## config.mk

```make
export PLATFORM = sky130hd
export DESIGN_NAME = uart_cmd_parser
export DESIGN_NICKNAME = d
export VERILOG_FILES = /design/src/rtl/uart_cmd_pkg.sv /design/src/rtl/byte_timeout_timer.sv /design/src/rtl/uart_cmd_parser.sv
export SDC_FILE = /design/constraint.sdc
export NUM_CORES = 1
export LEC_CHECK = 0
export ABC_AREA = 1
export BUFFER_PORTS_ARGS = -buffer_cell sky130_fd_sc_hd__buf_4
export CAP_MARGIN = 40
export CORE_MARGIN = 5
export CORE_UTILIZATION = 37
export DETAILED_ROUTE_END_ITERATION = 10
export SLEW_MARGIN = 10
export SYNTH_ARGS = -nofsm -noshare
export SYNTH_HDL_FRONTEND = slang
export SYNTH_SLANG_ARGS = --single-unit
```

## constraint.sdc

```tcl
create_clock -name clk -period 4.69 [get_ports clk]
set_input_delay 0.938 -clock clk [delete_from_list [all_inputs] [get_ports clk]]
set_output_delay 0.938 -clock clk [all_outputs]
set_load 0.02 [all_outputs]
```

## src/rtl/uart_cmd_pkg.sv

```systemverilog
// Shared constants and state type for the UART servo command parser.
// Frames are 0x55 0xAA ID POS_H POS_L CHK.
package uart_cmd_pkg;

    localparam logic [7:0] HDR0      = 8'h55;
    localparam logic [7:0] HDR1      = 8'hAA;
    localparam int         FRAME_LEN = 6;

    typedef enum logic [2:0] {
        ST_IDLE,
        ST_HDR1,
        ST_ID,
        ST_PH,
        ST_PL,
        ST_CHK
    } state_e;

endpackage

```

## src/rtl/byte_timeout_timer.sv

```systemverilog
// Inter-byte watchdog: counts enabled cycles since the last clear and pulses
// expired_o combinationally on the terminal cycle, restarting from zero.
module byte_timeout_timer #(
    parameter int TIMEOUT_CYC = 100000
) (
    input  logic clk,
    input  logic reset_n,
    input  logic clear_i,
    input  logic enable_i,
    output logic expired_o
);

    localparam int CNT_W = (TIMEOUT_CYC > 1) ? $clog2(TIMEOUT_CYC) : 1;
    localparam logic [CNT_W-1:0] CNT_LAST = CNT_W'(TIMEOUT_CYC - 1);

    logic [CNT_W-1:0] cnt_q, cnt_d;
    logic             hit;

    // A clear in the terminal cycle suppresses the expiry.
    always_comb begin
        hit   = enable_i && !clear_i && (cnt_q == CNT_LAST);
        cnt_d = cnt_q;
        if (clear_i || hit) begin
            cnt_d = '0;
        end else if (enable_i) begin
            cnt_d = cnt_q + 1'b1;
        end
    end

    always_ff @(posedge clk or negedge reset_n) begin
        if (!reset_n) begin
            cnt_q <= '0;
        end else begin
            cnt_q <= cnt_d;
        end
    end

    assign expired_o = hit;

endmodule

```

## src/rtl/uart_cmd_parser.sv

```systemverilog
// Assembles 6-byte servo command frames from the UART byte stream, validates
// header/checksum/range and emits one registered command or error pulse.
module uart_cmd_parser
    import uart_cmd_pkg::*;
#(
    parameter int NUM_SERVO   = 6,
    parameter int POS_MIN     = 500,
    parameter int POS_MAX     = 2500,
    parameter int TIMEOUT_CYC = 100000
) (
    input  logic        clk,
    input  logic        reset_n,
    input  logic [7:0]  rx_data,
    input  logic        rx_done,
    output logic [7:0]  cmd_id,
    output logic [15:0] cmd_pos,
    output logic        cmd_valid,
    output logic        err_chk,
    output logic        err_range,
    output logic        err_timeout,
    output logic        busy
);

    localparam logic [7:0]  ID_LIMIT = 8'(NUM_SERVO);
    localparam logic [15:0] POS_LO   = 16'(POS_MIN);
    localparam logic [15:0] POS_HI   = 16'(POS_MAX);

    state_e      state_q, state_d;
    logic [7:0]  id_q, id_d;
    logic [7:0]  posh_q, posh_d;
    logic [7:0]  posl_q, posl_d;
    logic [7:0]  sum_q, sum_d;
    logic [7:0]  cmd_id_q, cmd_id_d;
    logic [15:0] cmd_pos_q, cmd_pos_d;
    logic        valid_q, valid_d;
    logic        chk_q, chk_d;
    logic        range_q, range_d;
    logic        tmo_q, tmo_d;

    logic        timer_clear;
    logic        timer_en;
    logic        timeout_hit;
    logic [15:0] pos_rx;

    assign timer_clear = (state_q == ST_IDLE) || rx_done;
    assign timer_en    = (state_q != ST_IDLE);
    assign pos_rx      = {posh_q, posl_q};

    byte_timeout_timer #(
        .TIMEOUT_CYC(TIMEOUT_CYC)
    ) u_timer (
        .clk      (clk),
        .reset_n  (reset_n),
        .clear_i  (timer_clear),
        .enable_i (timer_en),
        .expired_o(timeout_hit)
    );

    // A received byte always takes precedence over an expiring timer.
    always_comb begin
        state_d   = state_q;
        id_d      = id_q;
        posh_d    = posh_q;
        posl_d    = posl_q;
        sum_d     = sum_q;
        cmd_id_d  = cmd_id_q;
        cmd_pos_d = cmd_pos_q;
        valid_d   = 1'b0;
        chk_d     = 1'b0;
        range_d   = 1'b0;
        tmo_d     = 1'b0;

        if (rx_done) begin
            case (state_q)
                ST_IDLE: begin
                    if (rx_data == HDR0) state_d = ST_HDR1;
                end
                ST_HDR1: begin
                    if (rx_data == HDR1) begin
                        state_d = ST_ID;
                    end else if (rx_data != HDR0) begin
                        state_d = ST_IDLE;
                    end
                end
                ST_ID: begin
                    id_d    = rx_data;
                    sum_d   = rx_data;
                    state_d = ST_PH;
                end
                ST_PH: begin
                    posh_d  = rx_data;
                    sum_d   = sum_q + rx_data;
                    state_d = ST_PL;
                end
                ST_PL: begin
                    posl_d  = rx_data;
                    sum_d   = sum_q + rx_data;
                    state_d = ST_CHK;
                end
                ST_CHK: begin
                    if (rx_data != sum_q) begin
                        chk_d = 1'b1;
                    end else if ((id_q >= ID_LIMIT) || (pos_rx < POS_LO) || (pos_rx > POS_HI)) begin
                        range_d = 1'b1;
                    end else begin
                        cmd_id_d  = id_q;
                        cmd_pos_d = pos_rx;
                        valid_d   = 1'b1;
                    end
                    state_d = ST_IDLE;
                end
                default: state_d = ST_IDLE;
            endcase
        end else if (timeout_hit) begin
            tmo_d   = 1'b1;
            state_d = ST_IDLE;
        end
    end

    always_ff @(posedge clk or negedge reset_n) begin
        if (!reset_n) begin
            state_q   <= ST_IDLE;
            id_q      <= '0;
            posh_q    <= '0;
            posl_q    <= '0;
            sum_q     <= '0;
            cmd_id_q  <= '0;
            cmd_pos_q <= '0;
            valid_q   <= 1'b0;
            chk_q     <= 1'b0;
            range_q   <= 1'b0;
            tmo_q     <= 1'b0;
        end else begin
            state_q   <= state_d;
            id_q      <= id_d;
            posh_q    <= posh_d;
            posl_q    <= posl_d;
            sum_q     <= sum_d;
            cmd_id_q  <= cmd_id_d;
            cmd_pos_q <= cmd_pos_d;
            valid_q   <= valid_d;
            chk_q     <= chk_d;
            range_q   <= range_d;
            tmo_q     <= tmo_d;
        end
    end

    assign cmd_id      = cmd_id_q;
    assign cmd_pos     = cmd_pos_q;
    assign cmd_valid   = valid_q;
    assign err_chk     = chk_q;
    assign err_range   = range_q;
    assign err_timeout = tmo_q;
    assign busy        = (state_q != ST_IDLE);

endmodule

```

# [Yosys cells after proc, flatten, opt, wreduce, memory -nomap -nowiden]
# Cells that the tools add are included.
# Widths: inputs -> output; s select.
[op_classes] n_bitwise=2 add_sub_neg=2 n_eq_ne=12 mux=22 n_lt_le_gt_ge=3 reduce_logical=19
[ops] operator="$mux 17" count=2
[ops] operator="$add 17x1->17 const B" count=1
[ops] operator="$eq 17x17->1 const B" count=1
[ops] operator="$gt 16x12->1 const B" count=1
[ops] operator="$lt 16x9->1 const B" count=1
[ops] operator="$pmux 8 s2" count=1
[ops] operator="$mux 3" count=5
[ops] operator="$pmux 3 s5" count=1
[ops] operator="$mux 1" count=13
[ops] operator="$add 8x8->8" count=1
[ops] operator="$eq 8x7->1 const B" count=1
[ops] operator="$eq 8x8->1 const B" count=1
[ops] operator="$ge 8x3->1 const B" count=1
[ops] operator="$ne 8x7->1 const B" count=1
[ops] operator="$ne 8x8->1" count=1
[ops] operator="$reduce_and 2->1" count=4
[ops] operator="$eq 3x2->1 const B" count=2
[ops] operator="$eq 3x3->1 const B" count=2
[ops] operator="$reduce_bool 2->1" count=3
[ops] operator="$logic_or 1x1->1" count=4
[ops] operator="$ne 4x4->1 const B" count=1
[ops] operator="$reduce_and 4->1" count=1
[ops] operator="$eq 3x1->1 const B" count=1
[ops] operator="$logic_not 3->1" count=1
[ops] operator="other kinds (7)" count=9
[totals] inputBits=11 output_inout_bits=29 reg_bits=80 wordCells=72

# [Longest topological paths before layout]
[depth] word_depth=7 depth_mapped=12 mapped_depth_nobuf=12

# [By module]
# From an unflattened synthesis, not the netlist that was laid out.
[unflattened] cells_unflattened=560 area_unflattened_um2=4395.5
[modules_own_cells] module="uart_cmd_parser" cells_per_inst=392 area_per_inst_um2=3225.6 instances=1
[modules_own_cells] module="byte_timeout_timer" cells_per_inst=168 area_per_inst_um2=1169.9 instances=1

# [Least setup slack after synthesis]
# Ideal clock, no wire load.
[synth_timing] path_kind="in2reg" from="input rx_data[3]" to="register cmd_id_q[3], in the netlist cmd_id[3]" t_arrival_ns=2.145 cell_stages=10 setup_slack_ns=2.434 t_required_ns=4.578 cell_sequence="ha_1 -> inv_2 -> nand2_1 -> nor2_1 -> nand3_2 -> nor2_8 -> nand3_4 -> buf_6 -> nand2_2 -> inv_2"
[synth_between] elab_chain_cells=3
[synth_lines] item="start, declared" line="uart_cmd_parser.sv:13" rtl="input logic [7:0] rx_data,"
[synth_lines] item="$ne 8x8->1" line="uart_cmd_parser.sv:101" rtl="if (rx_data != sum_q) begin"
[synth_lines] item="$not 1->1 (no line)"
[synth_lines] item="$reduce_and 4->1 (no line)"
[synth_lines] item="end signal, assigned" line="uart_cmd_parser.sv:139" rtl="cmd_id_q <= cmd_id_d;"
[synth_lines] item="end, declared" line="uart_cmd_parser.sv:33" rtl="logic [7:0] cmd_id_q, cmd_id_d;"
# No other way between the ends.
# A chain may end at the register's enable or synchronous reset.

# [Worst setup path after layout]
[layout_timing] from="register state_q[0]" to="output busy"
[layout_between] elab_chain_cells=1
[layout_lines] item="start, declared" line="uart_cmd_parser.sv:28" rtl="state_e state_q, state_d;"
[layout_lines] item="start signal, assigned" line="uart_cmd_parser.sv:134" rtl="state_q <= state_d;"
[layout_lines] item="$reduce_bool 3->1" line="uart_cmd_parser.sv:154" rtl="assign busy = (state_q != ST_IDLE);"
[layout_lines] item="end, declared" line="uart_cmd_parser.sv:21" rtl="output logic busy"
# No other way between the ends.

==> metrics.yaml <==
yosys_warnings: 0
yosysSeqAreaShare_pct: 48.4
start_util_pct: 38.0
mostFrequentLayoutCells: "157 x nand2_1, 80 x dfrtp_1, 53 x nor2_1"
finalPower_mw: 2.30
die_h_um: 116
start_kind: "register"
clk_path_buf_depth: 2
holdPathStages: 2
r2r.worst_path.cells: 9
overflow: 0
max-cap-violations: 0
clock_latency_ns: 0.36
layout_commonest_cell: "nand2_1"
io_buffers: 39
num_antenna_cells: 0
grt_first_pass_wirelength_um: 15300
postRouteAntennaNets: 0
rows: 38
root_buffer: "clkbuf_8"
syn_area_per_cell_um2: 7.99
slew_violations: 0
coreArea_mm2: 0.0109
ys_ff_latch: 80
crit_type: "register to output port"
netlist_instances: 518
die_w_um: 116
cp-end-kind: "output port"
finalCriticalPeriod_ns: 2.40
drcViolationCount: 0
place_area_mm2: 0.00455
cts_resized: 0
num_vias: 3390
hold_path_class: "register to register"
synth_area_mm2: 0.00414
ioPinCount: 40
ys_types: 32
cts_tree: "yes"
drt_wl_total_um: 8870
dp_hpwl_um: 6600
syn2layout_area_growth_pct: 15.5
grt_max_degree: 52
drive_gt1_share_pct: 17.4
fin_crit_sh_pct: 51.1
cp.required_ns: 3.75
finalSetupViolations: 0
post_drt_wl_per_cell_um: 12.6
max_freq_ghz: 0.417
clock_skew_ns: 0.0114
postCtsSetupBuffers: 0
cts.htree.levels: 3
die_area_mm2: 0.0134
final_area_mm2: 0.00478
leakage_nw: 2.46
drtIter0Drc: 219
stdcell_count: 702
clock-sinks: 80
ir_drop_mv: 0.200
holdWs_ns: 0.475
final_hold_viol_count: 0
rsz0062_at_grt: "no"
clk_pin_slew_worst_paths_ns: 0.08
place_congestion: 0.816
cts_hold_buf: 0
cts_buffers: 9
dp.cells: 686
cp_data_arrival_time_ns: 1.46
antenna_found_initial: 0
setup_tns_ns: 0
finalNetCount: 577
grt.total_usage_pct: 14.3
first_pass_iters: 4
worst_pin_slew_ns: 0.513
status: "complete, no violations"
power.density_mw_per_mm2: 482
cp_max_fo: 8
max_slew_margin_pct: 65.7
viasPerCell: 4.83
syn_nets: 538
grt_pass1_vias: 3266
==> cells by family after synthesis <==
family          Yosys count  share of synthesized area (%)
flops                    80                           48.4
buf+inv                  76                           7.80
simple gates            297                           32.8
xor+xnor                 12                           2.54
compound gates           44                           5.57
fa+ha+maj                 9                           2.90
==> cell usage after synthesis (all sizes together) <==
| cell | number | area share (%) |
|---|---|---|
| nand2 | 171 | 16 |
| dfrtp | 80 | 48 |
| inv | 64 | 5.8 |
| nor2 | 58 | 6.1 |
| o21ai | 33 | 4.0 |
| nand3 | 28 | 4.2 |
| nand4 | 24 | 3.6 |
| xor2 | 11 | 2.3 |
| buf | 9 | 1.7 |
| nor3 | 9 | 1.1 |
| ha | 8 | 2.4 |
| a21oi | 6 | 0.73 |
| nand3b | 4 | 0.73 |
| clkbuf | 3 | 0.27 |
| a31oi | 2 | 0.30 |
| o211ai | 2 | 0.36 |
| or2 | 2 | 0.30 |
| fa | 1 | 0.48 |
| nor3b | 1 | 0.18 |
| o21a | 1 | 0.18 |
| xnor2 | 1 | 0.21 |
==> worst paths after layout <==
check                                             from                     end  slack (ns)
worst max-delay path            state_q[0]$_DFFE_PN0P_                    busy        2.29
worst min-delay path            cmd_pos[5]$_DFFE_PN0P_  cmd_pos[5]$_DFFE_PN0P_        0.47
worst max register to register    sum_q[5]$_DFFE_PN0P_  cmd_pos[6]$_DFFE_PN0P_        2.63
worst min register to register  cmd_pos[5]$_DFFE_PN0P_  cmd_pos[5]$_DFFE_PN0P_        0.47
max in group asynchronous                      reset_n   posh_q[0]$_DFFE_PN0P_        3.58
min in group asynchronous                      reset_n    sum_q[6]$_DFFE_PN0P_        0.51
==> state kept, by name (all words and copies together), names as in the netlist <==
signal         flops
posh_q             8
sum_q              8
cmd_pos           16
state_q            3
err_range          1
id_q               8
err_timeout        1
u_timer.cnt_q     17
err_chk            1
cmd_id             8
posl_q             8
cmd_valid          1
==> stage by stage <==
stage	utilization (%)	setup slack, ns
floorplan	-	2.43
global placement	41.5	1.99
detailed placement	41.8	1.94
CTS	43.9	2.26
global route	43.9	2.16
finish	43.9	2.29
==> layout make-up <==
cell class | instances | area (µm²)
Fill cell | 1131 | 6110
Sequential cell | 80 | 2000
Multi-Input combinational cell | 362 | 1810
Timing Repair Buffer | 40 | 320
Inverter | 64 | 240
Tap cell | 140 | 175
Clock buffer | 9 | 124
Clock inverter | 7 | 104
==> metal layers <==
metal / vias up / track usage [%] / part of all wire, %
li1: 1726 / - / -
met2: 74 / 22.3 / 45
met5: - / 0 / 0
met4: 0 / 6.11 / 2.3
met1: 1574 / 19.5 / 48
met3: 16 / 2.72 / 4.8
==> worst max-delay path, cell delays in order, from the launching register on <==
cell     delay [ns]
dfrtp_1        0.50
nor2_2         0.23
nand2_1        0.18
buf_4          0.20
==> power breakdown <==
| group | internal [mW] | total (mW) | switching (mW) |
|---|---|---|---|
| registers | 0.845 | 0.982 | 0.138 |
| clock network | 0.306 | 0.579 | 0.273 |
| logic | 0.260 | 0.742 | 0.483 |
| total | 1.41 | 2.30 | 0.893 |
No activity file was read; power rests on OpenSTA's default activity.
